==> src/rtl/aes_round_ctrl.sv <==
// AES round sequencer: steps SubBytes/ShiftRows/MixColumns/AddRoundKey
// in order, one enable pulse per stage, advancing on each stage's done.
module aes_round_ctrl #(
    parameter int NR      = 10,
    parameter int TIMEOUT = 15
) (
    input  logic       clk,
    input  logic       rst_n,
    input  logic       start,
    input  logic       abort,
    input  logic       sub_done,
    input  logic       shift_done,
    input  logic       mix_done,
    input  logic       ark_done,
    output logic       sub_en,
    output logic       shift_en,
    output logic       mix_en,
    output logic       ark_en,
    output logic       load_sel,
    output logic [3:0] round,
    output logic       busy,
    output logic       done,
    output logic       err
);

    typedef enum logic [2:0] {
        IDLE, ARK0, SUB, SHIFT, MIX, ARK, FIN
    } state_t;

    localparam logic [3:0] NR_L = 4'(NR);
    localparam logic [7:0] TO_L = 8'(TIMEOUT);

    state_t     state_q, state_d;
    logic [3:0] round_d;
    logic [7:0] wait_q, wait_d;
    logic       err_d;
    logic       first;
    logic       hit;
    logic       stage;
    logic       entry;

    // An enable is live only in a stage's first cycle; done then is stale.
    assign first = sub_en | shift_en | mix_en | ark_en;

    always_comb begin
        state_d = state_q;
        round_d = round;
        err_d   = err;
        hit     = 1'b0;
        stage   = 1'b0;
        unique case (state_q)
            IDLE: begin
                if (start) begin
                    state_d = ARK0;
                    round_d = 4'd0;
                    err_d   = 1'b0;
                end
            end
            ARK0: begin
                stage = 1'b1;
                hit   = ark_done;
            end
            SUB: begin
                stage = 1'b1;
                hit   = sub_done;
            end
            SHIFT: begin
                stage = 1'b1;
                hit   = shift_done;
            end
            MIX: begin
                stage = 1'b1;
                hit   = mix_done;
            end
            ARK: begin
                stage = 1'b1;
                hit   = ark_done;
            end
            FIN: state_d = IDLE;
            default: state_d = IDLE;
        endcase

        if (stage) begin
            if (abort) begin
                state_d = IDLE;
            end else if (hit && !first) begin
                unique case (state_q)
                    ARK0: begin
                        state_d = SUB;
                        round_d = 4'd1;
                    end
                    SUB:   state_d = SHIFT;
                    SHIFT: state_d = (round < NR_L) ? MIX : ARK;
                    MIX:   state_d = ARK;
                    ARK: begin
                        if (round < NR_L) begin
                            state_d = SUB;
                            round_d = round + 4'd1;
                        end else begin
                            state_d = FIN;
                        end
                    end
                    default: state_d = IDLE;
                endcase
            end else if (!first && wait_q == TO_L) begin
                state_d = IDLE;
                err_d   = 1'b1;
            end
        end

        entry  = (state_d != state_q);
        wait_d = (entry || state_q == IDLE) ? 8'd0 : wait_q + 8'd1;
    end

    always_ff @(posedge clk or negedge rst_n) begin
        if (!rst_n) begin
            state_q  <= IDLE;
            wait_q   <= 8'd0;
            round    <= 4'd0;
            err      <= 1'b0;
            sub_en   <= 1'b0;
            shift_en <= 1'b0;
            mix_en   <= 1'b0;
            ark_en   <= 1'b0;
            load_sel <= 1'b0;
            busy     <= 1'b0;
            done     <= 1'b0;
        end else begin
            state_q  <= state_d;
            wait_q   <= wait_d;
            round    <= round_d;
            err      <= err_d;
            sub_en   <= entry && state_d == SUB;
            shift_en <= entry && state_d == SHIFT;
            mix_en   <= entry && state_d == MIX;
            ark_en   <= entry && (state_d == ARK0 || state_d == ARK);
            load_sel <= state_d == ARK0;
            busy     <= !(state_d == IDLE || state_d == FIN);
            done     <= state_d == FIN;
        end
    end

endmodule
==> config.mk <==
export PLATFORM = sky130hd
export DESIGN_NAME = aes_round_ctrl
export DESIGN_NICKNAME = d
export VERILOG_FILES = /design/src/rtl/aes_round_ctrl.sv
export SDC_FILE = /design/constraint.sdc
export NUM_CORES = 1
export LEC_CHECK = 0
export CELL_PAD_IN_SITES_DETAIL_PLACEMENT = 0
export CELL_PAD_IN_SITES_GLOBAL_PLACEMENT = 1
export CORE_MARGIN = 2
export CORE_UTILIZATION = 30
export DETAILED_ROUTE_END_ITERATION = 6
export PLACE_DENSITY = 0.63
export SYNTH_ARGS = -nofsm -noshare
export SYNTH_HDL_FRONTEND = slang
export SYNTH_SLANG_ARGS = --single-unit
==> constraint.sdc <==
create_clock -name clk -period 2.7 [get_ports clk]
set_input_delay 0.405 -clock clk [delete_from_list [all_inputs] [get_ports clk]]
set_output_delay 0.405 -clock clk [all_outputs]
set_load 0.01 [all_outputs]
Word-level counts from Yosys, hierarchy flattened
Cells that the tools add are included.
- word-level logic and storage cells: 70
- register bits after elaboration: 23
- equality and inequality tests: 13
- $add $sub $neg: 2
- order comparisons: 1
- bitwise operators: 3
- reduce and logical (&&, ||, !) cells: 15
- mux-type cells: 25
- operators by type and width (operator ; number):
    2-to-1 mux 4 bit ; 6
    2-to-1 mux 3 bit ; 6
    equality test 3 bit, second input constant ; 5
    case mux 3 bit (5 select lines) ; 1
    equality test 3 x 2 -> 1 bit, second input constant ; 4
    adder 8 x 1 -> 8 bit, second input constant ; 1
    equality test 8 x 4 -> 1 bit, second input constant ; 1
    2-to-1 mux 1 bit ; 8
    2-to-1 mux 8 bit ; 1
    case mux 4 bit (2 select lines) ; 1
    equality test 3 x 1 -> 1 bit, second input constant ; 2
    logical AND 1 bit ; 6
    zero test 3 bit ; 2
    case mux 3 bit (2 select lines) ; 1
    OR reduction 5 bit ; 1
    adder 4 x 1 -> 4 bit, second input constant ; 1
    < comparator 4 bit, second input constant ; 1
    case mux 1 bit (4 select lines) ; 1
    logical OR 1 bit ; 3
    != test 3 bit ; 1
    bitwise OR 1 bit ; 3
    zero test 1 bit ; 2
    OR reduction 2 bit ; 1

Logic depth before layout (Yosys ltp)
- depth after elaboration: 12
- depth in mapped cells: 10
- gate-level depth less buffers: 9

Least setup slack after synthesis
OpenSTA, ideal clock, no wires.
- path type: register -> register
- from: reg state_q[2]
- to: reg wait_q[0]
- required time: 2606 ps
- period minus slack after synthesis: 2347 ps
- stages on the path, launching flop included: 11
- slack: 353 ps
- data arrival time: 2253 ps
- cells stage by stage: dfrtp_1 -> buf_4 -> inv_1 -> ha_1 -> inv_1 -> o221a_1 -> nor3_1 -> o32ai_2 -> or3_1 -> buf_2 -> a211oi_1
- word-level cells in the longest chain between the ends: 10
- elaborated cells between the ends (all ways): 21
- classes of those cells: eq/ne (6); mux (10); reduce/logical (5)
- RTL lines (item ; line ; text):
    start, declared ; 33 ; state_t state_q, state_d;
    start signal, assigned ; 129 ; state_q <= state_d;
    equality test 3 bit (tied with other cells) ; 51, 87 ;
    OR reduction 5 bit (no source line) or OR reduction 2 bit (tied branches) ; -- ;
    case mux 3 bit (2 select lines) or case mux 1 bit (4 select lines) (tied branches) ; 51 ; unique case (state_q)
    2-to-1 mux 3 bit or logical AND 1 bit (tied branches) ; 105, 86 ;
    2-to-1 mux 3 bit ; 86 ; end else if (hit && !first) begin
    2-to-1 mux 3 bit ; 84 ; if (abort) begin
    2-to-1 mux 3 bit ; 83 ; if (stage) begin
    != test 3 bit ; 111 ; entry = (state_d != state_q);
    logical OR 1 bit (*) ; 112 ; wait_d = (entry || state_q == IDLE) ? 8'd0 : wait_q + 8'd1;
    2-to-1 mux 8 bit (*) ; 112 ;
    net wait_d[0] ; 35 ; logic [7:0] wait_q, wait_d;
    end signal, assigned ; 130 ; wait_q <= wait_d;
    end, declared ; 35 ;
Mark *: on every way through the listed nets, which the timed path passes. The rest lies on a longest branch.

Worst setup path after layout
- from: reg state_q[2]
- to: reg wait_q[6]
The elaborated chain is that of the path after synthesis.

==> flow_summary.rst <==
.. list-table::
   :header-rows: 1

   * - Metric
     - Value
   * - Sequential-to-total area share from yosys stat
     - 36.5%
   * - Final-report max-slew violation count
     - 0
   * - Main combinational cell family by area after synthesis
     - compound AO/OA/AOI/OAI gates
   * - Actual slew at the worst max-slew pin
     - 549 ps
   * - Fillcell total
     - 529
   * - Number of vias per cell after detailed routing
     - 5.10
   * - Die extent in x
     - 76.5 um
   * - Fraction of registers with async set/reset
     - 100%
   * - Final total power
     - 1690 uW
   * - Tightest Hold Check Type
     - in2async
   * - Critical path data arrival time
     - 2630 ps
   * - H-tree levels
     - 1
   * - Pre-CTS worst setup slack
     - 151 ps
   * - Synthesized Nets
     - 167
   * - Yosys reg bits
     - 23
   * - Adder-cell share of the synthesized area
     - 4.76%
   * - Y dimension of the die
     - 76.5 um
   * - Area fraction in compound gates after synthesis
     - 29.5%
   * - Cell Rows
     - 26
   * - PnR worst setup slack
     - 254 ps
   * - Register area
     - 578 um^2
   * - Final number of setup-violating endpoints
     - 0
   * - Clock edge transition at the registers on the reported setup and hold paths
     - 90 ps
   * - Number of warnings reported in the yosys synthesis log
     - 0
   * - CP Capture Type
     - flip-flop
   * - Leak Pwr
     - 0.000795 uW
   * - Detailed-route wire length per cell
     - 15.1 um
   * - Tot GR Track Use
     - 13.7%
   * - Via count of the first global-routing pass
     - 1290
   * - Number of antenna violations at the first check in global routing
     - 0
   * - Flip-flop cell with the highest count after synthesis
     - sky130_fd_sc_hd__dfrtp_1
   * - Hold slack
     - 472 ps
   * - Max-cap violation count
     - 0
   * - Total negative slack for setup checks
     - 0 ps
   * - Skew-Pair Late Insertion Delay
     - 270 ps
   * - Critical Path Most Common Cell
     - sky130_fd_sc_hd__inv_1
   * - Share of power burned in registers
     - 28.7%
   * - Count of clock tree sinks
     - 23
   * - Number of gates resized after CTS
     - 0
   * - Number of iterations in the first detailed-routing pass
     - 4
   * - Required @ worst endpoint
     - 2880 ps
   * - Share of power burned in the clock network
     - 13.6%
   * - Critical path, cell by cell
     - inv_1, ha_1, inv_1, o221a_1, nor3_1, o32ai_2, or3_1, a211oi_1
   * - Power spent charging and discharging nets
     - 770 uW
   * - Ratio of cells with drive above 1 in the final layout
     - 19.3%
   * - Area growth from synthesis to layout
     - 20.5%
   * - Global route total overflow
     - 0
   * - Count of port buffers added during placement
     - 19
   * - Switch share
     - 45.5%
   * - Unique masters post-synth
     - 61
   * - Area of the multi-input gates
     - 930 um^2
   * - DRC Markers
     - 0
   * - Vias after detailed routing
     - 1255
   * - CP max-delay cell
     - sky130_fd_sc_hd__dfrtp_2
   * - Fraction of the mapped netlist area in simple logic gates
     - 20.5%
   * - Initial Util
     - 30.9%
   * - Number of top-level design ports
     - 20
   * - Number of post-CTS setup repair buffers
     - 0
   * - HPWL after DPL
     - 2.86 mm
   * - Crit-path max FO
     - 17
   * - Die Outline Area
     - 5860 um^2
   * - Pin count of the biggest net entering global routing
     - 24
   * - Starting DRT DRC Count
     - 46
   * - Worst-case clock buffer depth
     - 2
   * - Most used cells in the layout excluding fill and tap cells
     - 21 x sky130_fd_sc_hd__dfrtp_1, 19 x sky130_fd_sc_hd__clkdlybuf4s50_1, 11 x sky130_fd_sc_hd__nand2_1
   * - RSZ-0062 raised after global routing
     - false
   * - Final hold viol count
     - 0
   * - Critical path class
     - reg2reg
   * - Outcome
     - finished, final reports clean
   * - Mean instance size in the synthesized netlist
     - 10.3 um^2
   * - Worst setup skew after layout
     - 3.38 ps
   * - Fraction of the core area covered by cells at the end of the flow
     - 37.2%
   * - Total Nets Final
     - 191
   * - Cell Pwr Density
     - 890 nW/um^2
   * - Core area
     - 5110 um^2
   * - IR Drop Worst-Case VDD
     - 334 uV
   * - Post-synthesis instance area
     - 1580 um^2
   * - Share of power burned in combinational logic
     - 57.7%
   * - Count of flip-flops with a built-in enable after synthesis
     - 0
   * - Total wire length after detailed routing
     - 3.72 mm
   * - Placer Congestion
     - 0.898
   * - Post-route fraction of the period consumed by the critical path
     - 90.6%
   * - Critical Path Start Type
     - flip-flop
   * - Post-Syn Instances
     - 153
   * - Cts bufs inserted
     - 3
   * - Xor and xnor area share after synthesis
     - 3.33%
   * - Largest stage delay on the critical path
     - 540 ps
   * - Max_slew headroom
     - 63.1%
   * - Hold buffer count at cts
     - 0
   * - Post-synthesis mux area share
     - 0.634%
   * - Wire length of the first global-routing pass
     - 6.49 mm
   * - CTS tree
     - yes
   * - Clk root buf
     - sky130_fd_sc_hd__clkbuf_8
   * - Fmax
     - 0.409 GHz
   * - Time the final worst path needs with I/O delays and setup
     - 2450 ps
   * - Routed Antenna Nets
     - 0
   * - Antenna diode count
     - 0
   * - Leading cell type in the layout, fill and taps excluded
     - sky130_fd_sc_hd__dfrtp_1
   * - Int Pwr
     - 922 uW
[synth_stat cells (2+ instances only)]
library cell,instances,area (um^2)
sky130_fd_sc_hd__xor2_1,4,35.0
sky130_fd_sc_hd__nor3_1,4,20.0
sky130_fd_sc_hd__a21oi_1,6,30.0
sky130_fd_sc_hd__nand2_1,11,41.3
sky130_fd_sc_hd__or3_1,2,12.5
sky130_fd_sc_hd__nor2b_1,2,12.5
sky130_fd_sc_hd__xnor2_1,2,17.5
sky130_fd_sc_hd__o21ai_1,7,35.0
sky130_fd_sc_hd__buf_6,2,22.5
sky130_fd_sc_hd__nor3_2,2,20.0
sky130_fd_sc_hd__a32o_1,2,20.0
sky130_fd_sc_hd__o21ai_0,2,10.0
sky130_fd_sc_hd__o22ai_1,2,12.5
sky130_fd_sc_hd__and3_1,3,18.8
sky130_fd_sc_hd__nand3_1,7,35.0
sky130_fd_sc_hd__o21a_1,2,15.0
sky130_fd_sc_hd__a211oi_1,7,52.6
sky130_fd_sc_hd__a211oi_2,2,25.0
sky130_fd_sc_hd__inv_1,6,22.5
sky130_fd_sc_hd__o211ai_1,3,22.5
sky130_fd_sc_hd__dfrtp_1,23,576
sky130_fd_sc_hd__nor2_1,7,26.3
sky130_fd_sc_hd__ha_1,6,75.1
sky130_fd_sc_hd__nor4_1,2,12.5
[area by class of cell]
class | instances | area share (%)
multi-input cells | 118 | 48.9
flip-flops and latches | 23 | 30.4
repair buffers | 25 | 12.4
well taps | 70 | 4.61
clock buffers | 3 | 2.17
inverters | 6 | 1.18
clock inverters | 1 | 0.395
[power by group through the flow]
stage | Combinational (uW) | Clock [uW] | Sequential [uW]
floorplan | 722 | 0 | 491
global placement | 972 | 0 | 490
detailed placement | 981 | 0 | 492
CTS | 984 | 235 | 485
global route | 1080 | 254 | 502
finish | 976 | 230 | 486
[metal layers]
metal / GRT usage [%] / routed length, um / up-vias
met5: 0 / 0 / -
met4: 4.36 / 56 / 0
met3: 2.73 / 117 / 5
met2: 23.1 / 1850 / 18
met1: 17.7 / 1690 / 604
li1: - / - / 628
[cells by family after synthesis]
kind of cell | after synthesis
AOI/OAI and AO/OA | 51
xor gates and xnor gates | 6
adders and majority gates | 6
buffers and inverters | 12
DFF | 23
muxes | 1
and+or+nand+nor | 54
[stage by stage]
step	area, um^2	instances
2_1_floorplan	1580	153
3_3_place_gp	1850	242
3_5_place_dp	1850	242
4_1_cts	1900	246
5_1_grt	1900	246
6_report	1900	246
[critical path: cells and delay by family (launching register included)]
kind,cells,cell delay [ps]
adder cells (fa/ha/maj),1,170
AO/OA/AOI/OAI,3,730
flip-flops,1,540
buffers and inverters,2,180
AND/OR/NAND/NOR,2,730
[worst paths after layout]
kind | cells after the start | start | slack [ps] | to
hold reg to reg | 1 | err$_DFF_PN0_ | 510 | err$_DFF_PN0_
setup / recovery | 8 | state_q[2]$_DFF_PN0_ | 250 | wait_q[6]$_DFF_PN0_
max in group asynchronous | 2 | rst_n | 1980 | state_q[1]$_DFF_PN0_
min in group clk | 1 | err$_DFF_PN0_ | 510 | err$_DFF_PN0_
hold / removal | 2 | rst_n | 470 | state_q[2]$_DFF_PN0_
setup reg to reg | 8 | state_q[2]$_DFF_PN0_ | 250 | wait_q[6]$_DFF_PN0_
[sequential cells by signal, indices dropped and copies added (netlist names)]
name,cells
wait_q,8
round,4
state_q,3
ark_en,1
busy,1
done,1
err,1
load_sel,1
mix_en,1
shift_en,1
sub_en,1
No activity file was read; power rests on OpenSTA's default activity.
